File: src/rtl/fetch_pkg.sv
// Shared types for the instruction-fetch front end: FSM states, instruction-queue entry layout
// and the PC alignment helper.
package fetch_pkg;

  typedef enum logic [1:0] {
    IDLE = 2'd0,
    WAIT = 2'd1,
    DROP = 2'd2
  } fetch_state_t;

  typedef struct packed {
    logic [31:0] pc;
    logic [31:0] inst;
  } iq_entry_t;

  localparam int          IQ_ENTRY_WIDTH = 64;
  localparam logic [31:0] FETCH_RESET_PC = 32'h1ECE_B000;

  // Fetch addresses are always word aligned; low two bits of any incoming PC are dropped.
  function automatic logic [31:0] align_pc(input logic [31:0] a);
    return a & 32'hFFFF_FFFC;
  endfunction

endpackage

File: src/rtl/fetch_unit.sv
// Instruction-fetch front end: owns the PC, issues one word read at a time and writes {pc, inst}
// into the instruction queue. Optional one-entry skid register enabled by FETCH_SKID_EN.
module fetch_unit
  import fetch_pkg::*;
#(
  parameter logic [31:0] RESET_PC = FETCH_RESET_PC
) (
  input  logic        clk,
  input  logic        rst,
  output logic [31:0] imem_addr,
  output logic [3:0]  imem_rmask,
  input  logic [31:0] imem_rdata,
  input  logic        imem_resp,
  output logic        iq_wen,
  output logic [63:0] iq_wdata,
  input  logic        iq_full,
  input  logic        redirect_valid,
  input  logic [31:0] redirect_pc,
  output logic [1:0]  state_o
);

  // Handshakes: a request is the single cycle imem_rmask==4'hF (addr valid only then);
  // imem_resp is a one-cycle strobe qualifying imem_rdata; iq_wen is a one-cycle write with
  // no back-pressure, so the unit must only assert it when the queue has room.

  fetch_state_t state_q, state_d;
  logic [31:0]  pc_q, pc_d;
  logic         issue_ok;
  iq_entry_t    wentry;

`ifdef FETCH_SKID_EN
  logic         skid_valid_q, skid_valid_d;
  iq_entry_t    skid_q, skid_d;

  // With a skid, a full queue at response time is absorbed, so issue only waits on the skid.
  assign issue_ok = !skid_valid_q;
`else
  assign issue_ok = !iq_full;
`endif

  always_comb begin
    state_d    = state_q;
    pc_d       = pc_q;
    imem_addr  = '0;
    imem_rmask = 4'h0;
    iq_wen     = 1'b0;
    wentry     = '0;
`ifdef FETCH_SKID_EN
    skid_valid_d = skid_valid_q;
    skid_d       = skid_q;
`endif
    if (!rst) begin
      unique case (state_q)
        IDLE: begin
          if (redirect_valid) begin
            pc_d = align_pc(redirect_pc);
          end else begin
`ifdef FETCH_SKID_EN
            if (skid_valid_q && !iq_full) begin
              iq_wen       = 1'b1;
              wentry       = skid_q;
              skid_valid_d = 1'b0;
            end
`endif
            if (issue_ok) begin
              imem_rmask = 4'hF;
              imem_addr  = pc_q;
              state_d    = WAIT;
            end
          end
        end
        WAIT: begin
          if (redirect_valid) begin
            pc_d    = align_pc(redirect_pc);
            state_d = imem_resp ? IDLE : DROP;
          end else if (imem_resp) begin
`ifdef FETCH_SKID_EN
            if (iq_full) begin
              skid_valid_d = 1'b1;
              skid_d.pc    = pc_q;
              skid_d.inst  = imem_rdata;
            end else begin
              iq_wen      = 1'b1;
              wentry.pc   = pc_q;
              wentry.inst = imem_rdata;
            end
`else
            iq_wen      = 1'b1;
            wentry.pc   = pc_q;
            wentry.inst = imem_rdata;
`endif
            pc_d    = pc_q + 32'd4;
            state_d = IDLE;
          end
        end
        DROP: begin
          // The stale response still has to be absorbed before a new request may go out.
          if (redirect_valid) pc_d = align_pc(redirect_pc);
          if (imem_resp) state_d = IDLE;
        end
        default: state_d = IDLE;
      endcase
`ifdef FETCH_SKID_EN
      if (redirect_valid) skid_valid_d = 1'b0;
`endif
    end
  end

  assign iq_wdata = wentry;
  assign state_o  = state_q;

  always_ff @(posedge clk) begin
    if (rst) begin
      state_q <= IDLE;
      pc_q    <= align_pc(RESET_PC);
    end else begin
      state_q <= state_d;
      pc_q    <= pc_d;
    end
  end

`ifdef FETCH_SKID_EN
  always_ff @(posedge clk) begin
    if (rst) begin
      skid_valid_q <= 1'b0;
      skid_q       <= '0;
    end else begin
      skid_valid_q <= skid_valid_d;
      skid_q       <= skid_d;
    end
  end
`endif

endmodule

File: config.mk
export PLATFORM = sky130hd
export DESIGN_NAME = fetch_unit
export DESIGN_NICKNAME = d
export VERILOG_FILES = /design/src/rtl/fetch_pkg.sv /design/src/rtl/fetch_unit.sv
export SDC_FILE = /design/constraint.sdc
export NUM_CORES = 1
export LEC_CHECK = 0
export CORE_ASPECT_RATIO = 1.2
export CORE_MARGIN = 1.5
export CORE_UTILIZATION = 30
export CTS_CLUSTER_DIAMETER = 60
export DETAILED_ROUTE_END_ITERATION = 7
export GPL_TIMING_DRIVEN = 0
export PLACE_DENSITY = 0.69
export REMOVE_ABC_BUFFERS = 1
export SYNTH_ARGS = -nofsm -noshare
export SYNTH_HDL_FRONTEND = slang
export SYNTH_SLANG_ARGS = --single-unit
export TNS_END_PERCENT = 30
File: constraint.sdc
create_clock -name clk -period 3.7 [get_ports clk]
set_clock_uncertainty 0.2 [all_clocks]
set_input_delay 0.74 -clock clk [delete_from_list [all_inputs] [get_ports clk]]
set_output_delay 0.74 -clock clk [all_outputs]
set_load 0.1 [all_outputs]
==> results of run 1 <==
worst max-delay path, stage by stage:
cell             delay, ps
clkdlybuf4s50_1        730
nand2b_2               290
nor2_4                 190
buf_12                 150
and2_1                 150
buf_2                  430
cell usage in the layout, fill, tap and decap left out, types with 5 or more instances in the layout:
master	n
clkdlybuf4s50_1	66
nor2_1	24
a211oi_1	12
nor2b_1	6
clkbuf_16	5
a31oi_1	8
nor3_1	14
dfxtp_1	31
a21oi_1	27
clkbuf_4	8
buf_4	33
nor4_1	7
nand3_1	10
nand2_1	35
inv_1	5
nor2_4	6
a22oi_1	5
and2_1	86
o21ai_0	19
nand4_1	10
and3_1	5
clkdlybuf4s15_2	6
buf_2	59
worst max-delay path by stage:
stage | startpoint | to | slack (ps) | cells after the start
finish | imem_resp | iq_wdata[3] | 60 | 6
global route | imem_resp | iq_wdata[16] | 3 | 6
CTS | redirect_valid | iq_wdata[62] | 5 | 6
detailed placement | rst | iq_wdata[45] | -2480 | 5
global placement | rst | iq_wdata[45] | -2420 | 5
floorplan | state_o[1]$_SDFFE_PP0P_ | imem_addr[10] | -3160 | 3
logic make-up (layout without fill, tap and decap cells):
kind of cell	Yosys count	in the layout	synth area share
buffers and inverters	51	186	0.09490
AND/OR/NAND/NOR	226	230	0.4236
AO/OA/AOI/OAI	111	111	0.2453
adder cells (fa/ha/maj)	1	1	0.004108
other	1	4	0.001231
multiplexers	6	6	0.02054
flip-flops	32	32	0.2104
metrics by stage:
step	area (um2)	cells	hold slack, ps	power, W
final	4528	696	307.9	0.001211
after global routing	4528	696	325.4	0.001253
after CTS	4521	696	308.0	0.001209
after detailed placement	4596	676	300.8	0.0007829
after global placement	4596	676	291.9	0.0007766
after floorplan	2786	385	277.6	0.0006338
state kept, by name (all words and copies together) (netlist names):
signal   count
state_o      2
pc_q        30
what timing repair did:
item,CTS,global route
resized for setup,520,12
gates cloned,4,0
endpoints found under the setup margin,102,81
hold endpoints to repair,0,0
buffers inserted,9,0
pin swaps,4,1
Yosys cell counts, types with 4 or more instances:
cell and number:
a21o_1 4, o32ai_1 4, mux2i_1 4, nor3_1 14
dfxtp_1 32, nor2b_1 6, nand4_1 10, or4_1 4
a211oi_1 12, and2_1 86, and2_2 4, clkbuf_1 20
a311oi_1 4, nand2b_1 5, buf_4 9, nand2_1 35
a31oi_1 8, buf_2 9, o21ai_0 19, nor2_1 24
and3_1 5, a21oi_1 27, nand3_1 10, nor4_1 7
inv_1 5, a22oi_1 5
area by class of cell:
class                   count  share of cell area
well taps                 126             0.03482
inverters                   5            0.004145
repair buffers            174              0.3028
clock buffers               7             0.03371
multi-input cells         352              0.4827
flip-flops and latches     32              0.1418
metal layers:
layer / share of wire / global-route usage / up-vias
met5: 0 / 0 / -
met4: 0.018 / 0.06468 / 0
met3: 0.059 / 0.02667 / 23
met2: 0.50 / 0.3748 / 155
met1: 0.42 / 0.2767 / 1750
li1: - / - / 1827
where the power goes:
| group | total [W] | switching (W) | internal (W) |
|---|---|---|---|
| Sequential | 0.000418 | 0.0000493 | 0.000369 |
| Combinational | 0.000361 | 0.000227 | 0.000134 |
| Clock | 0.000432 | 0.000150 | 0.000282 |
| Total | 0.00121 | 0.000426 | 0.000785 |
==> key figures, run 1 <==
STA
  • Part of the cycle the worst path needs: 0.9839
  • Hold Vio Cnt, Final: 0
  • Worst Tran Pin Value: 1295 ps
  • Final setup violation count: 0
  • Fmax achieved: 0.2747 GHz
  • Min cycle time layout: 3641 ps
  • Worst slew margin: 0.1368
  • Setup TNS: 0 ps
  • Setup repair after global routing missed its margin: no
  • Final slew viol count: 0
  • Final worst slack: 59.48 ps

Worst setup path
  • Startpoint types: input pin
  • Arrival time worst endpoint: 2700 ps
  • Worst r2r src: state_o[0]$_SDFFE_PP0P_
  • Critical Path End Type: output port
  • Worst-path fanout max: 11
  • R2r endpoint: pc_q[9]$_SDFFE_PP0P_
  • Critical path type: input pin to output port
  • Register-to-register setup slack: 960 ps
  • Critical Path RT: 2760 ps
  • R2R depth: 4

Floorplan
  • Die height: 113.4 um
  • Io pins: 172
  • Initial core utilization: 0.3058
  • Die Span X: 94.98 um
  • Core box area: 9960 um2
  • FP Rows: 40
  • DIE AREA: 10770 um2

Power
  • Peak VDD IR: 138.3 uV
  • Leak Pwr: 1.945 nW
  • Power per cell area: 267.5 nW/um2

Logic synthesis
  • Synth async-reset ratio: 0
  • Synth Instances: 428
  • Synth top area share: 0.2104
  • Post-synth EDFFs: 0
  • Yosys warns: 0
  • Register bit total from synthesis: 32
  • Post-synth top area cell: dfxtp_1
  • Predominant post-synthesis flop cell: dfxtp_1
  • Top cells by area, synth: dfxtp_1 (21%), and2_1 (18%), a21oi_1 (4.4%), nand2_1 (4.3%), o21ai_0 (3.1%)
  • Seq/Total Area, Yosys: 0.2104
  • Post-Syn Area: 3045 um2
  • Post-Syn Area per Cell: 7.115 um2
  • Yosys cell types: 64

Worst hold path
  • Hold path depth: 1
  • Hold crit path type: flip-flop to flip-flop
  • Hold Crit Endpoint: pc_q[21]$_SDFFE_PP0P_
  • Hold path startpoint: pc_q[21]$_SDFFE_PP0P_

Drt
  • Vias: 3755
  • Final wirelength: 12100 um
  • DRT antenna net count: 0
  • Drt first-iter violations: 207
  • Drt pass-1 iters: 7
  • Post-DR wirelength/cell: 17.38 um
  • DRC: 0
  • Via density: 5.395

Place
  • IO buf count: 165
  • Final GP Congestion: 0.8837
  • Setup WS pre-CTS: -2476 ps
  • Hpwl dp: 7916 um

Layout
  • Final core occ: 0.4546
  • Layout Nets: 640
  • Share of layout cells above drive strength 1: 0.2474
  • Fill cells: 1062
  • Antenna Cells: 0
  • Area of the multi-input gates: 2186 um2
  • Flip-flop and latch area: 641.9 um2
  • Synth-to-layout area growth: 48.69%

Clock network
  • CTS root buffer: clkbuf_16
  • Clock buffer depth: 2
  • Sink Count: 32
  • Later-pin clock latency in the skew report: 280 ps
  • H-Tree Depth: 2
  • CTS Buf Count: 5
  • Clk pin slew, worst setup/hold paths: 50 ps
  • CTS tree: done
  • CTS Hold Bufs: 0

GRT
  • Largest net degree at the start of global routing: 41
  • GRT Total Usage: 0.2162
  • First-pass GRT wire length: 18200 um
  • Antenna violations before repair: 0
  • Number of global-route vias before repair: 3407
  • Total gr overflow: 0

Run
  • Max-cap violation count: 0

Run status
  • Status: complete, no violations
No activity file was read; power rests on OpenSTA's default activity.
==> run 2, diff against run 1 <==
Settings changed: CTS_CLUSTER_SIZE from default to 8, GPL_TIMING_DRIVEN 0 to 1, SKIP_CTS_REPAIR_TIMING from default to 1.
==> run 2 against run 1 <==
  * Worst hold slack gained 5.9 ps
  * Largest cell class is now non-clock buffers
  * Routed wire length shrank 3.7%
  * Register-to-register slack improved by 310 ps
  * Sequential share of layout area decreased by 3.3 points
  * Non-clock buffer count increased by 6
  * Critical path type unchanged
  * Die area did not move
  * Design area grew 30%
  * Highest routed layer unchanged
  * Worst setup slack improved by 120 ps
  * Sequential cell count stayed put
  * Via count grew 1.4%
  * Clock-buffer cell count is the same
  * Combinational power rose by 15%
==> key figures, run 2 (synthesis gave the netlist of run 1 again) <==
Run status
  • Status: complete, no violations

STA
  • Smallest hold slack: 313.8 ps
  • Worst slew margin: 0.5980
  • Worst Tran Pin Value: 597.5 ps
  • Hold Vio Cnt, Final: 0
  • Part of the cycle the worst path needs: 0.9521
  • Final slew viol count: 0
  • Final setup violation count: 0
  • Final worst slack: 177.3 ps
  • Min cycle time layout: 3523 ps
  • Fmax achieved: 0.2839 GHz
  • Setup repair after global routing missed its margin: no

Floorplan
  • Initial core utilization: 0.3058
  • Core box area: 9960 um2
  • Io pins: 172
  • Die Span X: 94.98 um
  • DIE AREA: 10770 um2
  • Die height: 113.4 um
  • FP Rows: 40

Worst setup path
  • CP Depth: 6
  • Startpoint types: input pin
  • Worst r2r src: state_o[0]$_SDFFE_PP0P_
  • R2R depth: 6
  • Critical path's slowest cell: or4_1
  • Buf/Inv on CP: 3
  • Setup crit start: redirect_valid
  • CP cell instances: clkdlybuf4s50_1 -> or4_1 -> nor2_2 -> buf_12 -> and2_1 -> buf_12
  • CP max stage delay: 590 ps
  • Arrival time worst endpoint: 2580 ps
  • Critical Path End Type: output port
  • Worst path most repeated cell: buf_12
  • Crit path max-delay family: simple AND/OR/NAND/NOR gates
  • Critical path type: input pin to output port
  • Worst-path fanout max: 31
  • Critical Path RT: 2760 ps

Worst hold path
  • Hold crit path type: flip-flop to flip-flop
  • Hold path depth: 1
  • Hold path startpoint: pc_q[21]$_SDFFE_PP0P_

Clock network
  • Sink Count: 32
  • Later-pin clock latency in the skew report: 280 ps
  • Clock buffer depth: 2
  • CTS tree: done
  • CTS root buffer: clkbuf_16
  • H-Tree Depth: 2
  • Clk pin slew, worst setup/hold paths: 50 ps
  • CTS Buf Count: 5

Power
  • Peak VDD IR: 166.0 uV
  • Leak Pwr: 2.256 nW
  • Power per cell area: 227.7 nW/um2

Drt
  • DRT antenna net count: 0
  • Via density: 5.449
  • Drt pass-1 iters: 5
  • DRC: 0
  • Post-DR wirelength/cell: 16.66 um
  • Vias: 3809
  • Drt first-iter violations: 267
  • Final wirelength: 11650 um

Place
  • Setup WS pre-CTS: 180.0 ps
  • IO buf count: 165
  • Placement Cell Area: 5699 um2
  • Final GP Congestion: 0.8760
  • Hpwl dp: 8831 um
  • Dpl cells: 691

Layout
  • Design Area, Final: 5882 um2
  • Final core occ: 0.5906
  • Commonest non-fill, non-tap cell in the layout: buf_12
  • Most flop-heavy register: pc_q
  • Area of the multi-input gates: 2127 um2
  • Layout Nets: 642
  • Commonest cells after routing, fill and taps aside: buf_12 (99), and2_1 (86), clkdlybuf4s50_1 (66), nand2_1 (35), dfxtp_1 (32)
  • Max reg flops: 30
  • Synth-to-layout area growth: 93.14%
  • Share of layout cells above drive strength 1: 0.2461
  • Fill cells: 843
  • Non-filler cells, final: 699
  • Flip-flop and latch area: 640.6 um2
  • Antenna Cells: 0

Run
  • Max-cap violation count: 0

GRT
  • Antenna violations before repair: 0
  • Number of global-route vias before repair: 3585
  • Total gr overflow: 0
  • GRT Total Usage: 0.2164
  • First-pass GRT wire length: 18530 um
  • Largest net degree at the start of global routing: 41
[run 2: changes by cell type in the layout (fill, tap and decap cells not counted), sizes merged]
cell,delta
buf,+20
clkbuf,-8
clkdlybuf4s15,-6
nor2,-4
bufinv,+1
[run 2: layer usage]
metal / up-vias / global-route usage / routed length (um)
li1: 1822 / - / -
met1: 1797 / 0.2672 / 4714
met5: - / 0 / 0
met3: 20 / 0.04133 / 689
met2: 170 / 0.3838 / 6057
met4: 0 / 0.04776 / 186
[run 2: worst reg2reg max path, delay by kind of cell, from the launching register on]
| kind | cells | cell delay, ps |
|---|---|---|
| AOI/OAI and AO/OA | 2 | 150 |
| DFF | 1 | 310 |
| and+or+nand+nor | 3 | 1420 |
| buffers and inverters | 1 | 220 |
[run 2: area by class of cell]
cell class,instances,share of cell area
flip-flops and latches,32,0.1089
clock inverters,1,0.005105
repair buffers,180,0.4684
well taps,126,0.02680
clock buffers,7,0.02595
multi-input cells,348,0.3616
inverters,5,0.003191
[run 2: path summary, 6_finish.rpt]
kind | end | slack (ps)
worst max-delay path | imem_addr[18] | 180
worst min-delay path | pc_q[21]$_SDFFE_PP0P_ | 310
worst max register to register | pc_q[23]$_SDFFE_PP1P_ | 1270
worst min register to register | pc_q[21]$_SDFFE_PP0P_ | 310
[run 2: power breakdown]
group          internal, W  switching (W)  leakage, nW
registers         0.000368      0.0000438        0.265
logic             0.000178       0.000237         1.90
clock network     0.000354       0.000157       0.0901
[run 2: metrics by stage]
stage	power, W	TNS, ps
after CTS	0.001339	0
after detailed placement	0.0008328	0
after global routing	0.001384	0
after global placement	0.0008243	0
final	0.001339	0
after floorplan	0.0006338	-161360
==> run 3, diff against run 2 <==
Settings changed: PLACE_DENSITY 0.69 to default, PLACE_DENSITY_LB_ADDON from default to 0.05.
==> run 3 against run 2 <==
  * Critical endpoint is now iq_wdata[52]
  * Core utilization barely moved
  * Power fell by 9.1%
  * Worst setup slack got worse by 45 ps
  * Sequential share of layout area barely moved
  * First-iteration DRC count fell by 36%
  * Clock power fell by 24%
  * Die area did not move
  * Worst hold slack got worse by 9.6 ps
  * Sequential cell count did not move
  * Non-clock buffer count rose by 3
==> key figures, run 3 (synthesis gave the netlist of run 1 again) <==
Floorplan
  • DIE AREA: 10770 um2
  • Die height: 113.4 um
  • Io pins: 172
  • Initial core utilization: 0.3058
  • Die Span X: 94.98 um
  • Core box area: 9960 um2
  • FP Rows: 40

Worst setup path
  • Arrival time worst endpoint: 2630 ps
  • Startpoint types: input pin
  • Worst path most repeated cell: buf_12
  • Critical Path End Type: output port
  • Buf/Inv on CP: 3
  • Critical path type: input pin to output port
  • Worst-path fanout max: 28
  • Register-to-register setup slack: 1190 ps
  • Critical path's slowest cell: or3b_2
  • CP max stage delay: 550 ps
  • Crit path max-delay family: simple AND/OR/NAND/NOR gates
  • CP cell instances: clkdlybuf4s50_1 -> or3b_2 -> nor2_4 -> buf_12 -> and2_1 -> buf_12
  • Critical Path RT: 2760 ps

STA
  • Setup repair after global routing missed its margin: no
  • Part of the cycle the worst path needs: 0.9643
  • Worst slew margin: 0.5736
  • Min cycle time layout: 3568 ps
  • Final setup violation count: 0
  • Hold Vio Cnt, Final: 0
  • Worst Tran Pin Value: 639.6 ps
  • Fmax achieved: 0.2803 GHz
  • Final slew viol count: 0

Drt
  • Vias: 3741
  • DRT antenna net count: 0
  • Final wirelength: 11810 um
  • Drt pass-1 iters: 4
  • Drt first-iter violations: 170
  • Via density: 5.337
  • DRC: 0
  • Post-DR wirelength/cell: 16.84 um

GRT
  • GRT Total Usage: 0.2194
  • M3 GR Usage: 0.03667
  • Met1 usage: 0.2717
  • Antenna violations before repair: 0
  • Largest net degree at the start of global routing: 39
  • Global routing's busiest layer: met2
  • Total gr overflow: 0
  • Met2 usage: 0.3895
  • First-pass GRT wire length: 18600 um
  • Number of global-route vias before repair: 3492

Layout
  • Flip-flop and latch area: 640.6 um2
  • Area of the multi-input gates: 2127 um2
  • Final core occ: 0.5905
  • Share of layout cells above drive strength 1: 0.2470
  • Most flop-heavy register: pc_q
  • Layout Nets: 645
  • Max reg flops: 30
  • Commonest non-fill, non-tap cell in the layout: buf_12
  • Commonest cells after routing, fill and taps aside: buf_12 (101), and2_1 (86), clkdlybuf4s50_1 (66), nand2_1 (35), dfxtp_1 (32)
  • Antenna Cells: 0
  • Synth-to-layout area growth: 93.10%
  • Fill cells: 887
  • Non-filler cells, final: 701

Place
  • Dpl cells: 694
  • IO buf count: 165
  • Final GP Congestion: 0.8861
  • Hpwl dp: 9122 um

Power
  • Power Total: 0.001218 W
  • Leak Pwr: 2.253 nW
  • Peak VDD IR: 142.9 uV
  • Power per cell area: 207.1 nW/um2

Clock network
  • Sink Count: 32
  • CTS tree: done
  • Later-pin clock latency in the skew report: 270 ps
  • CTS root buffer: clkbuf_16
  • CTS Buf Count: 5
  • H-Tree Depth: 2
  • Clk pin slew, worst setup/hold paths: 50 ps
  • Clock buffer depth: 2

Worst hold path
  • Hold crit path type: flip-flop to flip-flop

Run
  • Max-cap violation count: 0

Run status
  • Status: complete, no violations
## run 3: metal layers
layer | vias to the layer above | wire length [um]
met4 | 0 | 199
met5 | - | 0
li1 | 1823 | -
met1 | 1766 | 4620
met2 | 136 | 6203
met3 | 16 | 784
## run 3: metrics by stage
step | hold slack, ps | setup TNS (ps) | setup WS, ps | area, um2
6_report | 304.2 | 0 | 132.0 | 5881
4_1_cts | 308.6 | 0 | 110.8 | 5881
3_5_place_dp | 300.9 | 0 | 110.7 | 5747
3_3_place_gp | 296.1 | 0 | 86.74 | 5747
5_1_grt | 330.4 | 0 | 45.19 | 5881
2_1_floorplan | 277.6 | -161360 | -3162 | 2786
## run 3: worst paths after layout
check / from / endpoint / depth (start not counted)
worst min-delay path: pc_q[21]$_SDFFE_PP0P_ / pc_q[21]$_SDFFE_PP0P_ / 1
worst max-delay path: rst / iq_wdata[52] / 6
worst max register to register: state_o[1]$_SDFFE_PP0P_ / pc_q[22]$_SDFFE_PP1P_ / 6
worst min register to register: pc_q[21]$_SDFFE_PP0P_ / pc_q[21]$_SDFFE_PP0P_ / 1
## run 3: worst register-to-register path, delay by kind of cell (launching register included)
family                 cells  cell delay (ps)
and+or+nand+nor            2              810
AOI/OAI and AO/OA          3              720
buffers and inverters      1              230
DFF                        1              410
## run 3: area by class of cell
type,count,area share
multi-input cells,348,0.3617
clock inverters,1,0.0008511
repair buffers,183,0.4766
clock buffers,6,0.02191
flip-flops and latches,32,0.1089
well taps,126,0.02681
inverters,5,0.003191
## run 3: report_power, final
part           leakage [nW]  internal (W)  switching, W
clock                0.0667      0.000244      0.000144
sequential            0.265      0.000369     0.0000438
combinational          1.92      0.000179      0.000238
